===== src/rtl/delivery_feed_if.sv =====
// Handshake and delivery bus between the host/DMA side, the feeder and the
// delivery subsystem. The master modport is the host/subsystem side; the
// feeder itself connects through the slave modport.
interface delivery_feed_if #(
  parameter int W  = 32,
  parameter int PW = 3
) ();
  logic          wr_en;
  logic [W-1:0]  wr_data;
  logic          wr_ready;
  logic          start;
  logic          abort;
  logic          master_rptr_en;
  logic          select;
  logic [W-1:0]  data;
  logic [PW-1:0] rptr_out;
  logic          busy;
  logic          done;
  logic          err;

  modport master (
    output wr_en, wr_data, start, abort, master_rptr_en,
    input  wr_ready, select, data, rptr_out, busy, done, err
  );

  modport slave (
    input  wr_en, wr_data, start, abort, master_rptr_en,
    output wr_ready, select, data, rptr_out, busy, done, err
  );
endinterface


===== src/rtl/delivery_feed_ctrl.sv =====
// Tile feeder: buffers eight payload words (west lanes 1-4, north lanes 1-4),
// then presents them to the delivery subsystem one word per pointer-update
// pulse, signalling completion with a single-cycle done.
//
// state | meaning
// ------+------------------------------------------------------------
// IDLE  | loading; accepts host writes until the tile is full
// RUN   | tile presented, select high, pointer advances on rptr pulse
// DONE  | one-cycle completion pulse, buffer marked empty
module delivery_feed_ctrl #(
  parameter int W     = 32,
  parameter int PW    = 3,
  parameter int DEPTH = 2 ** PW
) (
  input  logic             clk,
  input  logic             resetn,
  delivery_feed_if.slave   bus
);

  typedef enum logic [1:0] {
    IDLE = 2'd0,
    RUN  = 2'd1,
    DONE = 2'd2
  } state_t;

  localparam logic [PW:0] FULL = (PW+1)'(DEPTH);

  state_t        state_q;
  logic [W-1:0]  buf_q [DEPTH];
  logic [PW-1:0] wptr_q;
  logic [PW-1:0] rptr_q;
  logic [PW-1:0] adv_q;
  logic [PW:0]   count_q;
  logic [W-1:0]  data_q;
  logic          select_q;
  logic          busy_q;
  logic          done_q;
  logic          err_q;

  logic          wr_ready_d;
  logic          wr_accept_d;
  logic          start_ok_d;
  logic          adv_ok_d;
  logic          err_set_d;
  logic [PW-1:0] rptr_inc_d;

  // The buffer is writable whenever the tile is not being delivered; DONE
  // already sees an emptied buffer so the host can refill without a bubble.
  assign wr_ready_d  = (state_q != RUN) && (count_q < FULL);
  assign wr_accept_d = bus.wr_en && wr_ready_d && !bus.abort;
  // start is judged against the count before any same-cycle write lands.
  assign start_ok_d  = bus.start && !bus.abort && (state_q == IDLE) && (count_q == FULL);
  assign adv_ok_d    = bus.master_rptr_en && !bus.abort && (state_q == RUN);
  assign rptr_inc_d  = rptr_q + 1'b1;
  // abort wins over everything, so it never raises a protocol error.
  assign err_set_d   = !bus.abort &&
                       ((bus.wr_en && !wr_ready_d) ||
                        (bus.master_rptr_en && (state_q != RUN)) ||
                        (bus.start && (state_q == IDLE) && (count_q != FULL)));

  // Tile storage; contents are don't-care after reset so no reset branch.
  always_ff @(posedge clk) begin
    if (wr_accept_d) begin
      buf_q[wptr_q] <= bus.wr_data;
    end
  end

  // Control FSM with registered delivery outputs.
  always_ff @(posedge clk or negedge resetn) begin
    if (!resetn) begin
      state_q  <= IDLE;
      wptr_q   <= '0;
      count_q  <= '0;
      rptr_q   <= '0;
      adv_q    <= '0;
      data_q   <= '0;
      select_q <= 1'b0;
      busy_q   <= 1'b0;
      done_q   <= 1'b0;
      err_q    <= 1'b0;
    end else begin
      done_q <= 1'b0;
      err_q  <= (err_q && !start_ok_d) || err_set_d;
      if (bus.abort) begin
        state_q  <= IDLE;
        wptr_q   <= '0;
        count_q  <= '0;
        rptr_q   <= '0;
        adv_q    <= '0;
        data_q   <= '0;
        select_q <= 1'b0;
        busy_q   <= 1'b0;
      end else begin
        if (wr_accept_d) begin
          wptr_q  <= wptr_q + 1'b1;
          count_q <= count_q + 1'b1;
        end
        case (state_q)
          IDLE: begin
            if (start_ok_d) begin
              state_q  <= RUN;
              rptr_q   <= '0;
              adv_q    <= '0;
              data_q   <= buf_q[0];
              select_q <= 1'b1;
              busy_q   <= 1'b1;
            end
          end
          RUN: begin
            if (adv_ok_d) begin
              if (adv_q == '1) begin
                state_q  <= DONE;
                rptr_q   <= '0;
                adv_q    <= '0;
                data_q   <= '0;
                select_q <= 1'b0;
                done_q   <= 1'b1;
                count_q  <= '0;
                wptr_q   <= '0;
              end else begin
                rptr_q <= rptr_inc_d;
                data_q <= buf_q[rptr_inc_d];
                adv_q  <= adv_q + 1'b1;
              end
            end
          end
          DONE: begin
            state_q <= IDLE;
            busy_q  <= 1'b0;
          end
          default: begin
            state_q <= IDLE;
          end
        endcase
      end
    end
  end

  assign bus.wr_ready = wr_ready_d;
  assign bus.select   = select_q;
  assign bus.data     = data_q;
  assign bus.rptr_out = rptr_q;
  assign bus.busy     = busy_q;
  assign bus.done     = done_q;
  assign bus.err      = err_q;

endmodule


===== src/flat_wrapper.sv =====
// flat-port wrapper written by rule: the top's interface ports become plain ports
module delivery_feed_ctrl_flat 
#(
  parameter int W     = 32,
  parameter int PW    = 3,
  parameter int DEPTH = 2 ** PW
)
  (clk, resetn, bus_wr_en, bus_wr_data, bus_start, bus_abort, bus_master_rptr_en, bus_wr_ready, bus_select, bus_data, bus_rptr_out, bus_busy, bus_done, bus_err);
  delivery_feed_if #(.W(W), .PW(PW)) bus_i ();
  input  logic clk;
  input  logic resetn;
  input wire logic [$bits(bus_i.wr_en)-1:0] bus_wr_en;
  input wire logic [$bits(bus_i.wr_data)-1:0] bus_wr_data;
  input wire logic [$bits(bus_i.start)-1:0] bus_start;
  input wire logic [$bits(bus_i.abort)-1:0] bus_abort;
  input wire logic [$bits(bus_i.master_rptr_en)-1:0] bus_master_rptr_en;
  output wire logic [$bits(bus_i.wr_ready)-1:0] bus_wr_ready;
  output wire logic [$bits(bus_i.select)-1:0] bus_select;
  output wire logic [$bits(bus_i.data)-1:0] bus_data;
  output wire logic [$bits(bus_i.rptr_out)-1:0] bus_rptr_out;
  output wire logic [$bits(bus_i.busy)-1:0] bus_busy;
  output wire logic [$bits(bus_i.done)-1:0] bus_done;
  output wire logic [$bits(bus_i.err)-1:0] bus_err;
  assign bus_i.wr_en = bus_wr_en;
  assign bus_i.wr_data = bus_wr_data;
  assign bus_i.start = bus_start;
  assign bus_i.abort = bus_abort;
  assign bus_i.master_rptr_en = bus_master_rptr_en;
  assign bus_wr_ready = bus_i.wr_ready;
  assign bus_select = bus_i.select;
  assign bus_data = bus_i.data;
  assign bus_rptr_out = bus_i.rptr_out;
  assign bus_busy = bus_i.busy;
  assign bus_done = bus_i.done;
  assign bus_err = bus_i.err;
  delivery_feed_ctrl #(.W(W), .PW(PW), .DEPTH(DEPTH)) u_core (.clk(clk), .resetn(resetn), .bus(bus_i));
endmodule

===== config.mk =====
export PLATFORM = sky130hd
export DESIGN_NAME = delivery_feed_ctrl_flat
export DESIGN_NICKNAME = d
export VERILOG_FILES = /design/src/rtl/delivery_feed_if.sv /design/src/rtl/delivery_feed_ctrl.sv /design/src/flat_wrapper.sv
export SDC_FILE = /design/constraint.sdc
export NUM_CORES = 1
export LEC_CHECK = 0
export CAP_MARGIN = 20
export CELL_PAD_IN_SITES_DETAIL_PLACEMENT = 1
export CELL_PAD_IN_SITES_GLOBAL_PLACEMENT = 1
export CORE_ASPECT_RATIO = 0.7
export CORE_MARGIN = 1
export CORE_UTILIZATION = 25
export DETAILED_ROUTE_END_ITERATION = 16
export GPL_TIMING_DRIVEN = 0
export PLACE_DENSITY = 0.43
export SYNTH_ARGS = -nofsm -noshare
export SYNTH_HDL_FRONTEND = slang
export SYNTH_SLANG_ARGS = --single-unit
export TNS_END_PERCENT = 50

===== constraint.sdc =====
create_clock -name clk -period 6.65 [get_ports clk]
set_input_delay 0.9975 -clock clk [delete_from_list [all_inputs] [get_ports clk]]
set_output_delay 0.9975 -clock clk [all_outputs]
set_load 0.005 [all_outputs]

==> metrics.txt, run 1 <==
# TYPE chip_impl_metric gauge
chip_impl_info{name="crit_path_start_kind",value="primary input"} 1
chip_impl_metric{name="max_freq",unit="MHz"} 277
chip_impl_metric{name="cts_hold_buffers",unit=""} 0
chip_impl_metric{name="power_frac_comb",unit="%"} 4.3
chip_impl_metric{name="synth_seq_area_share",unit="%"} 75.8
chip_impl_metric{name="finalCritPeriodShare",unit="%"} 54.2
chip_impl_metric{name="cts.path.max_buffers",unit=""} 3
chip_impl_metric{name="power_switching_share",unit="%"} 21.7
chip_impl_metric{name="post-place-cells",unit=""} 1349
chip_impl_info{name="crit_slowest_cell",value="sky130_fd_sc_hd__nor4b_2"} 1
chip_impl_metric{name="grtUsageMet2",unit="%"} 23.1
chip_impl_metric{name="muxShareOfSynthArea",unit="%"} 12.5
chip_impl_info{name="synth_ff_type",value="sky130_fd_sc_hd__edfxtp_1"} 1
chip_impl_metric{name="crit_path_max_fanout",unit=""} 10
chip_impl_metric{name="area_growth_syn_to_layout",unit="%"} 24.7
chip_impl_metric{name="floorplan.initialDensity",unit="%"} 25.4
chip_impl_metric{name="mappedNetlistArea",unit="µm²"} 11800
chip_impl_info{name="most_used_cells_in_the_layout_excluding_fill_and_tap_cells",value="sky130_fd_sc_hd__edfxtp_1, sky130_fd_sc_hd__clkdlybuf4s50_1, sky130_fd_sc_hd__mux4_2"} 1
chip_impl_metric{name="ant_nets",unit=""} 0
chip_impl_metric{name="internal_power",unit="W"} 0.00311
chip_impl_info{name="hp-class",value="flip-flop to flip-flop"} 1
chip_impl_metric{name="pwr_density_cell",unit="nW/µm²"} 269
chip_impl_metric{name="firstDrtPassIters",unit=""} 5
chip_impl_info{name="ctsRootBufferMaster",value="sky130_fd_sc_hd__clkbuf_16"} 1
chip_impl_metric{name="grt_max_degree",unit=""} 52
chip_impl_metric{name="detailroute.via_count",unit=""} 6380
chip_impl_metric{name="floorplan.die.height",unit="µm"} 184
chip_impl_info{name="crit_path_cell_trace",value="clkdlybuf4s50_1 -> clkbuf_1 -> or3_1 -> nor4b_2 -> buf_4 -> buf_4 -> buf_4 -> buf_4"} 1
chip_impl_metric{name="max_cap_violations",unit=""} 0
chip_impl_metric{name="power_frac_seq",unit="%"} 54.1
chip_impl_metric{name="tightestPinTransition",unit="ps"} 977
chip_impl_metric{name="stdcell_count",unit=""} 1408
chip_impl_metric{name="post-cts-setup-buffers",unit=""} 0
chip_impl_metric{name="clock-skew-final",unit="ps"} 31.8
chip_impl_metric{name="post-route-min-period",unit="ps"} 3600
chip_impl_metric{name="globalplace.congestion",unit=""} 0.716
chip_impl_metric{name="worst_slew_margin_rel",unit="%"} 34.6
chip_impl_metric{name="arrival",unit="ps"} 3900
chip_impl_metric{name="globalRouteTotalUtil",unit="%"} 14.2
chip_impl_metric{name="antenna_found_initial",unit=""} 2
chip_impl_metric{name="synth-compound-area-share",unit="%"} 4.41
chip_impl_info{name="mostFrequentLayoutCell",value="sky130_fd_sc_hd__edfxtp_1"} 1
chip_impl_metric{name="synth-xor-area-share",unit="%"} 0.370
chip_impl_metric{name="cts.clk_slew.worst_paths",unit="ps"} 60
chip_impl_info{name="synth_top_family_by_area",value="multiplexers"} 1
chip_impl_metric{name="detail_route.vias_per_cell",unit=""} 4.53
chip_impl_metric{name="first_global_vias",unit=""} 6995
chip_impl_metric{name="fp.coreArea",unit="µm²"} 46600
chip_impl_metric{name="drt_first_iter_violations",unit=""} 437
chip_impl_metric{name="setup_violations",unit=""} 0
chip_impl_metric{name="die_w",unit="µm"} 262
chip_impl_metric{name="grt-ovfl-total",unit=""} 0
chip_impl_metric{name="num-nets-final",unit=""} 814
chip_impl_metric{name="met3_routing_resource_usage_after_global_routing",unit="%"} 2.47
chip_impl_metric{name="multi_input_gate_area",unit="µm²"} 2690
chip_impl_info{name="critPathCaptureType",value="flip-flop"} 1
chip_impl_metric{name="layout-drive-gt1-share",unit="%"} 23.0
chip_impl_metric{name="detail_route.drc_violations",unit=""} 0
chip_impl_metric{name="total_switching_power",unit="W"} 0.000859
chip_impl_metric{name="slowest_delay",unit="ps"} 680
chip_impl_metric{name="post_synth_num_cell_types",unit=""} 36
chip_impl_metric{name="grt_pass1_wl",unit="µm"} 48900
chip_impl_metric{name="numPortBuffers",unit=""} 77
chip_impl_metric{name="numCtsBuffers",unit=""} 31
chip_impl_metric{name="cts_htree_levels",unit=""} 1
chip_impl_metric{name="hold_viol",unit=""} 0
chip_impl_info{name="critical_path_class",value="primary input to flip-flop"} 1
chip_impl_info{name="run_status",value="completed"} 1
chip_impl_metric{name="cts.sinks",unit=""} 307
chip_impl_metric{name="global_route_met1_usage",unit="%"} 19.7
chip_impl_metric{name="synth-warning-count",unit=""} 0
chip_impl_metric{name="row_count",unit=""} 66
chip_impl_metric{name="power.share.clock",unit="%"} 41.5
chip_impl_metric{name="postSynthRegisterBits",unit=""} 307
chip_impl_metric{name="synth_fa_ha_area_share",unit="%"} 0.635
chip_impl_metric{name="power.static_leakage",unit="nW"} 4.78
chip_impl_info{name="setup_repair_after_global_routing_missed_its_margin",value="no"} 1
chip_impl_metric{name="synth_fp_nets",unit=""} 664
chip_impl_metric{name="io_pins",unit=""} 78
chip_impl_metric{name="cts_repair_resize_count",unit=""} 0
chip_impl_metric{name="synth_simple_gate_area_share",unit="%"} 4.39
chip_impl_info{name="grt_most_used_layer",value="met2"} 1
chip_impl_metric{name="syn-instance-count",unit=""} 620
chip_impl_metric{name="worst-endpoint-required",unit="ps"} 6950
chip_impl_metric{name="hpwlAfterDp",unit="µm"} 22500
chip_impl_metric{name="clk_latency_worst_skew_pair",unit="ps"} 590
chip_impl_metric{name="drt-wirelength-per-cell",unit="µm"} 23.7
chip_impl_metric{name="post_synth.cell_area_avg",unit="µm²"} 19.1
chip_impl_metric{name="nFillCells",unit=""} 4772
chip_impl_metric{name="max-vdd-ir-drop",unit="µV"} 190
chip_impl_metric{name="design.die.area",unit="µm²"} 48200
chip_impl_metric{name="layout.area.seq",unit="µm²"} 8960
chip_impl_metric{name="number_of_flops_mapped_to_enable_cells_by_yosys",unit=""} 256
chip_impl_metric{name="routed_wirelength",unit="µm"} 33400
chip_impl_metric{name="final-max-slew-violation-count",unit=""} 0
chip_impl_info{name="timing.critical_path.mode_cell",value="sky130_fd_sc_hd__buf_4"} 1
chip_impl_metric{name="final.hold.worst_slack",unit="ps"} 500
chip_impl_info{name="cts_tree",value="built"} 1
chip_impl_metric{name="postSynth.asyncResetShare",unit="%"} 16.6
-- synthesized netlist by cell type, types with 5 or more instances --
| cell | instances | area share, % |
|---|---|---|
| sky130_fd_sc_hd__mux4_2 | 64 | 12 |
| sky130_fd_sc_hd__buf_2 | 18 | 0.76 |
| sky130_fd_sc_hd__dfrtp_1 | 51 | 11 |
| sky130_fd_sc_hd__ha_1 | 6 | 0.64 |
| sky130_fd_sc_hd__nor3_1 | 6 | 0.25 |
| sky130_fd_sc_hd__a31oi_1 | 33 | 1.7 |
| sky130_fd_sc_hd__xnor2_1 | 5 | 0.37 |
| sky130_fd_sc_hd__clkbuf_1 | 12 | 0.38 |
| sky130_fd_sc_hd__edfxtp_1 | 256 | 65 |
| sky130_fd_sc_hd__nand2_1 | 41 | 1.3 |
| sky130_fd_sc_hd__inv_1 | 7 | 0.22 |
| sky130_fd_sc_hd__a22oi_1 | 32 | 2.0 |
| sky130_fd_sc_hd__nor2_1 | 44 | 1.4 |
-- power by group through the flow --
stage	Sequential (W)	Combinational [W]	Clock (W)
final	0.00215	0.000172	0.00165
after global routing	0.00215	0.000189	0.00176
after CTS	0.00215	0.000177	0.00170
after detailed placement	0.00219	0.000176	0
after global placement	0.00219	0.000162	0
after floorplan	0.00218	0.0000491	0
-- logic make-up after synthesis --
group | Yosys count
AO/OA/AOI/OAI | 76
XOR/XNOR | 5
adder cells (fa/ha/maj) | 6
buffers and inverters | 44
flip-flops | 307
multiplexers | 68
AND/OR/NAND/NOR | 114
-- worst max-delay path, delay by kind of cell --
family	cells	cell delay, ps
buffers and inverters	6	1650
AND/OR/NAND/NOR	2	1240
-- sequential cells by signal (all words and copies together) (netlist names) --
name / count
u_core.bus.rptr_out: 3
u_core.bus.err: 1
u_core.state_q: 2
u_core.buf_q: 256
u_core.count_q: 4
u_core.bus.done: 1
u_core.bus.select: 1
u_core.adv_q: 3
u_core.bus.busy: 1
u_core.wptr_q: 3
u_core.bus.data: 32
-- area by class of cell --
| type | count | area share, % |
|---|---|---|
| Antenna cell | 1 | 0.0170 |
| Inverter | 7 | 0.178 |
| Buffer | 37 | 1.27 |
| Timing Repair Buffer | 117 | 7.90 |
| Clock inverter | 16 | 0.807 |
| Multi-Input combinational cell | 269 | 18.2 |
| Clock buffer | 42 | 5.55 |
| Sequential cell | 307 | 60.8 |
| Tap cell | 612 | 5.20 |
-- worst paths after layout --
check	depth (start not counted)	endpoint	slack (ps)	startpoint
max	8	u_core.buf_q[4][14]$_DFFE_PP_	3050	bus_abort
min	1	u_core.bus.err$_DFF_PN0_	500	u_core.bus.err$_DFF_PN0_
max reg2reg	8	u_core.buf_q[2][4]$_DFFE_PP_	3460	u_core.state_q[0]$_DFFE_PN0P_
min reg2reg	1	u_core.bus.err$_DFF_PN0_	500	u_core.bus.err$_DFF_PN0_
max in group asynchronous	1	u_core.bus.data[27]$_DFFE_PN0P_	5500	resetn
min in group asynchronous	1	u_core.bus.data[12]$_DFFE_PN0P_	540	resetn
-- through the flow --
stage                     cell area (µm²)  setup slack [ps]  util, %  total power [W]  TNS (ps)
after detailed placement            13800              2380     29.6          0.00236         0
final                               14700              3050     31.6          0.00397         0
after global placement              13400             -5030     28.7          0.00235   -691000
after floorplan                     11800              1100        -          0.00223         0
after global routing                14700              2910     31.6          0.00410         0
after CTS                           14700              3000     31.6          0.00402         0
-- layer usage --
layer,part of all wire [%],vias to the layer above
li1,-,2801
met1,47,3405
met2,47,120
met3,3.8,52
met4,2.1,2
met5,0.039,-
Note: power is estimated with default switching activity, not from simulation.
==> inputs of run 2 (changes only) <==
Settings changed: PLACE_DENSITY 0.43 to 0.44.
Clock period 6.65 ns to 3.1 ns, I/O delays scaled along.
==> run 2 against run 1 <==
Effect of this change: critical path depth shrank 2; flip-flop and latch count unchanged; sequential power up 110%; largest power group unchanged; combinational power is 120% higher; power is 120% higher; register-to-register slack got worse by 3300 ps.
==> metrics.txt, run 2 (synthesis gave the netlist of run 1 again) <==
# TYPE chip_impl_metric gauge
chip_impl_info{name="run_status",value="completed"} 1
chip_impl_metric{name="num-nets-final",unit=""} 805
chip_impl_metric{name="numCtsBuffers",unit=""} 31
chip_impl_metric{name="worst_slew_margin_rel",unit="%"} 41.1
chip_impl_metric{name="die_w",unit="µm"} 262
chip_impl_metric{name="antenna_found_initial",unit=""} 1
chip_impl_metric{name="first_global_vias",unit=""} 7100
chip_impl_info{name="cts_tree",value="built"} 1
chip_impl_info{name="mostFrequentLayoutCell",value="sky130_fd_sc_hd__edfxtp_1"} 1
chip_impl_metric{name="max-vdd-ir-drop",unit="µV"} 379
chip_impl_info{name="setup_repair_after_global_routing_missed_its_margin",value="yes"} 1
chip_impl_metric{name="worst-endpoint-required",unit="ps"} 3360
chip_impl_metric{name="nFillCells",unit=""} 4743
chip_impl_metric{name="clk_latency_worst_skew_pair",unit="ps"} 570
chip_impl_metric{name="ant_nets",unit=""} 0
chip_impl_metric{name="arrival",unit="ps"} 3230
chip_impl_metric{name="placedInstanceArea",unit="µm²"} 13800
chip_impl_metric{name="antenna_cells",unit=""} 0
chip_impl_info{name="critPathCaptureType",value="flip-flop"} 1
chip_impl_metric{name="io_pins",unit=""} 78
chip_impl_metric{name="final.hold.worst_slack",unit="ps"} 353
chip_impl_metric{name="numPortBuffers",unit=""} 77
chip_impl_metric{name="post-route-min-period",unit="ps"} 2970
chip_impl_metric{name="cts_htree_levels",unit=""} 1
chip_impl_metric{name="globalplace.congestion",unit=""} 0.690
chip_impl_metric{name="floorplan.die.height",unit="µm"} 184
chip_impl_metric{name="cts.sinks",unit=""} 307
chip_impl_metric{name="routed_wirelength",unit="µm"} 32500
chip_impl_metric{name="cts.path.max_buffers",unit=""} 3
chip_impl_metric{name="grt_pass1_wl",unit="µm"} 47900
chip_impl_metric{name="final_worst_path_setup_slack",unit="ps"} 131
chip_impl_metric{name="setup_violations",unit=""} 0
chip_impl_metric{name="drt_first_iter_violations",unit=""} 392
chip_impl_metric{name="finalCritPeriodShare",unit="%"} 95.8
chip_impl_metric{name="row_count",unit=""} 66
chip_impl_metric{name="tightestPinTransition",unit="ps"} 883
chip_impl_metric{name="area_growth_syn_to_layout",unit="%"} 25.3
chip_impl_metric{name="detailroute.via_count",unit=""} 6355
chip_impl_metric{name="largest_register_ffs",unit=""} 256
chip_impl_metric{name="floorplan.initialDensity",unit="%"} 25.4
chip_impl_info{name="most_used_cells_in_the_layout_excluding_fill_and_tap_cells",value="sky130_fd_sc_hd__edfxtp_1, sky130_fd_sc_hd__clkdlybuf4s50_1, sky130_fd_sc_hd__mux4_2"} 1
chip_impl_metric{name="drt-wirelength-per-cell",unit="µm"} 23.3
chip_impl_metric{name="cts.clk_slew.worst_paths",unit="ps"} 60
chip_impl_metric{name="layout.area.seq",unit="µm²"} 8960
chip_impl_metric{name="grt-ovfl-total",unit=""} 0
chip_impl_metric{name="hpwlAfterDp",unit="µm"} 22100
chip_impl_metric{name="detail_route.vias_per_cell",unit=""} 4.55
chip_impl_metric{name="final_core_utilization",unit="%"} 31.8
chip_impl_info{name="regMostFlops",value="u_core.buf_q"} 1
chip_impl_metric{name="multi_input_gate_area",unit="µm²"} 2730
chip_impl_info{name="crit_path_start_kind",value="flip-flop"} 1
chip_impl_metric{name="fp.coreArea",unit="µm²"} 46600
chip_impl_info{name="hp-class",value="primary input to async pin"} 1
chip_impl_metric{name="detail_route.drc_violations",unit=""} 0
chip_impl_metric{name="power.static_leakage",unit="nW"} 4.77
chip_impl_metric{name="layout-drive-gt1-share",unit="%"} 22.3
chip_impl_info{name="critical_path_class",value="flip-flop to flip-flop"} 1
chip_impl_metric{name="max_cap_violations",unit=""} 0
chip_impl_metric{name="firstDrtPassIters",unit=""} 6
chip_impl_metric{name="globalRouteTotalUtil",unit="%"} 13.9
chip_impl_metric{name="max_freq",unit="MHz"} 337
chip_impl_metric{name="preCtsSetupSlack",unit="ps"} -370
chip_impl_metric{name="design.die.area",unit="µm²"} 48200
chip_impl_metric{name="clock-skew-final",unit="ps"} 7.85
chip_impl_metric{name="grt_max_degree",unit=""} 35
chip_impl_metric{name="pwr_density_cell",unit="nW/µm²"} 579
chip_impl_metric{name="setup_total_negative_slack",unit="ps"} 0
chip_impl_metric{name="hold_viol",unit=""} 0
chip_impl_info{name="ctsRootBufferMaster",value="sky130_fd_sc_hd__clkbuf_16"} 1
chip_impl_metric{name="crit_path_max_fanout",unit=""} 10
chip_impl_metric{name="final-max-slew-violation-count",unit=""} 0
chip_impl_metric{name="final_area",unit="µm²"} 14800
## run 2: what timing repair did
item | 4_1_cts | 5_1_grt
hold buffers | 1 | 0
setup endpoints to repair | 0 | 53
gates resized for setup | 0 | 3
setup buffers | 0 | 2
hold endpoints to repair | 17 | 0
## run 2: metrics by stage
stage / cells / total power [W]
floorplan: 620 / 0.00479
global placement: 1309 / 0.00504
detailed placement: 1337 / 0.00508
finish: 1397 / 0.00857
global route: 1397 / 0.00887
CTS: 1395 / 0.00870
## run 2: power by group
group / internal [W] / switching (W)
clock network: 0.00204 / 0.00155
logic: 0.000170 / 0.000202
registers: 0.00456 / 0.0000498
total: 0.00677 / 0.00180
## run 2: cell type report
type / count / area share [%]
sequential: 307 / 60.5
timing repair buffer: 108 / 7.93
multi-input combinational: 269 / 18.5
clock inverter: 9 / 0.456
buffer: 37 / 1.27
inverter: 7 / 0.177
clock buffer: 48 / 6.01
tap: 612 / 5.17
## run 2: path summary, 6_finish.rpt
| kind | endpoint | cells past startpoint | start | slack (ps) |
|---|---|---|---|---|
| min in group clk | u_core.bus.err$_DFF_PN0_ | 1 | u_core.bus.err$_DFF_PN0_ | 490 |
| hold / removal | u_core.bus.data[5]$_DFFE_PN0P_ | 2 | resetn | 350 |
| setup / recovery | u_core.buf_q[1][13]$_DFFE_PP_ | 6 | u_core.state_q[0]$_DFFE_PN0P_ | 130 |
| hold reg to reg | u_core.bus.err$_DFF_PN0_ | 1 | u_core.bus.err$_DFF_PN0_ | 490 |
| setup reg to reg | u_core.buf_q[1][13]$_DFFE_PP_ | 6 | u_core.state_q[0]$_DFFE_PN0P_ | 130 |
| max in group asynchronous | u_core.bus.data[23]$_DFFE_PN0P_ | 3 | resetn | 2190 |
## run 2: critical path: stages (launching register included)
cell                       delay (ps)
sky130_fd_sc_hd__dfrtp_1          450
sky130_fd_sc_hd__nor2b_1          160
sky130_fd_sc_hd__clkbuf_1         230
sky130_fd_sc_hd__or3_1            590
sky130_fd_sc_hd__nor4b_4          780
sky130_fd_sc_hd__buf_8            240
sky130_fd_sc_hd__buf_6            190
## run 2: layer usage
layer / vias to the layer above / track usage, % / routed length [µm]
met1: 3402 / 18.7 / 14800
li1: 2781 / - / -
met2: 123 / 23.2 / 15700
met5: - / 0 / 9
met4: 2 / 2.96 / 531
met3: 47 / 2.43 / 1380
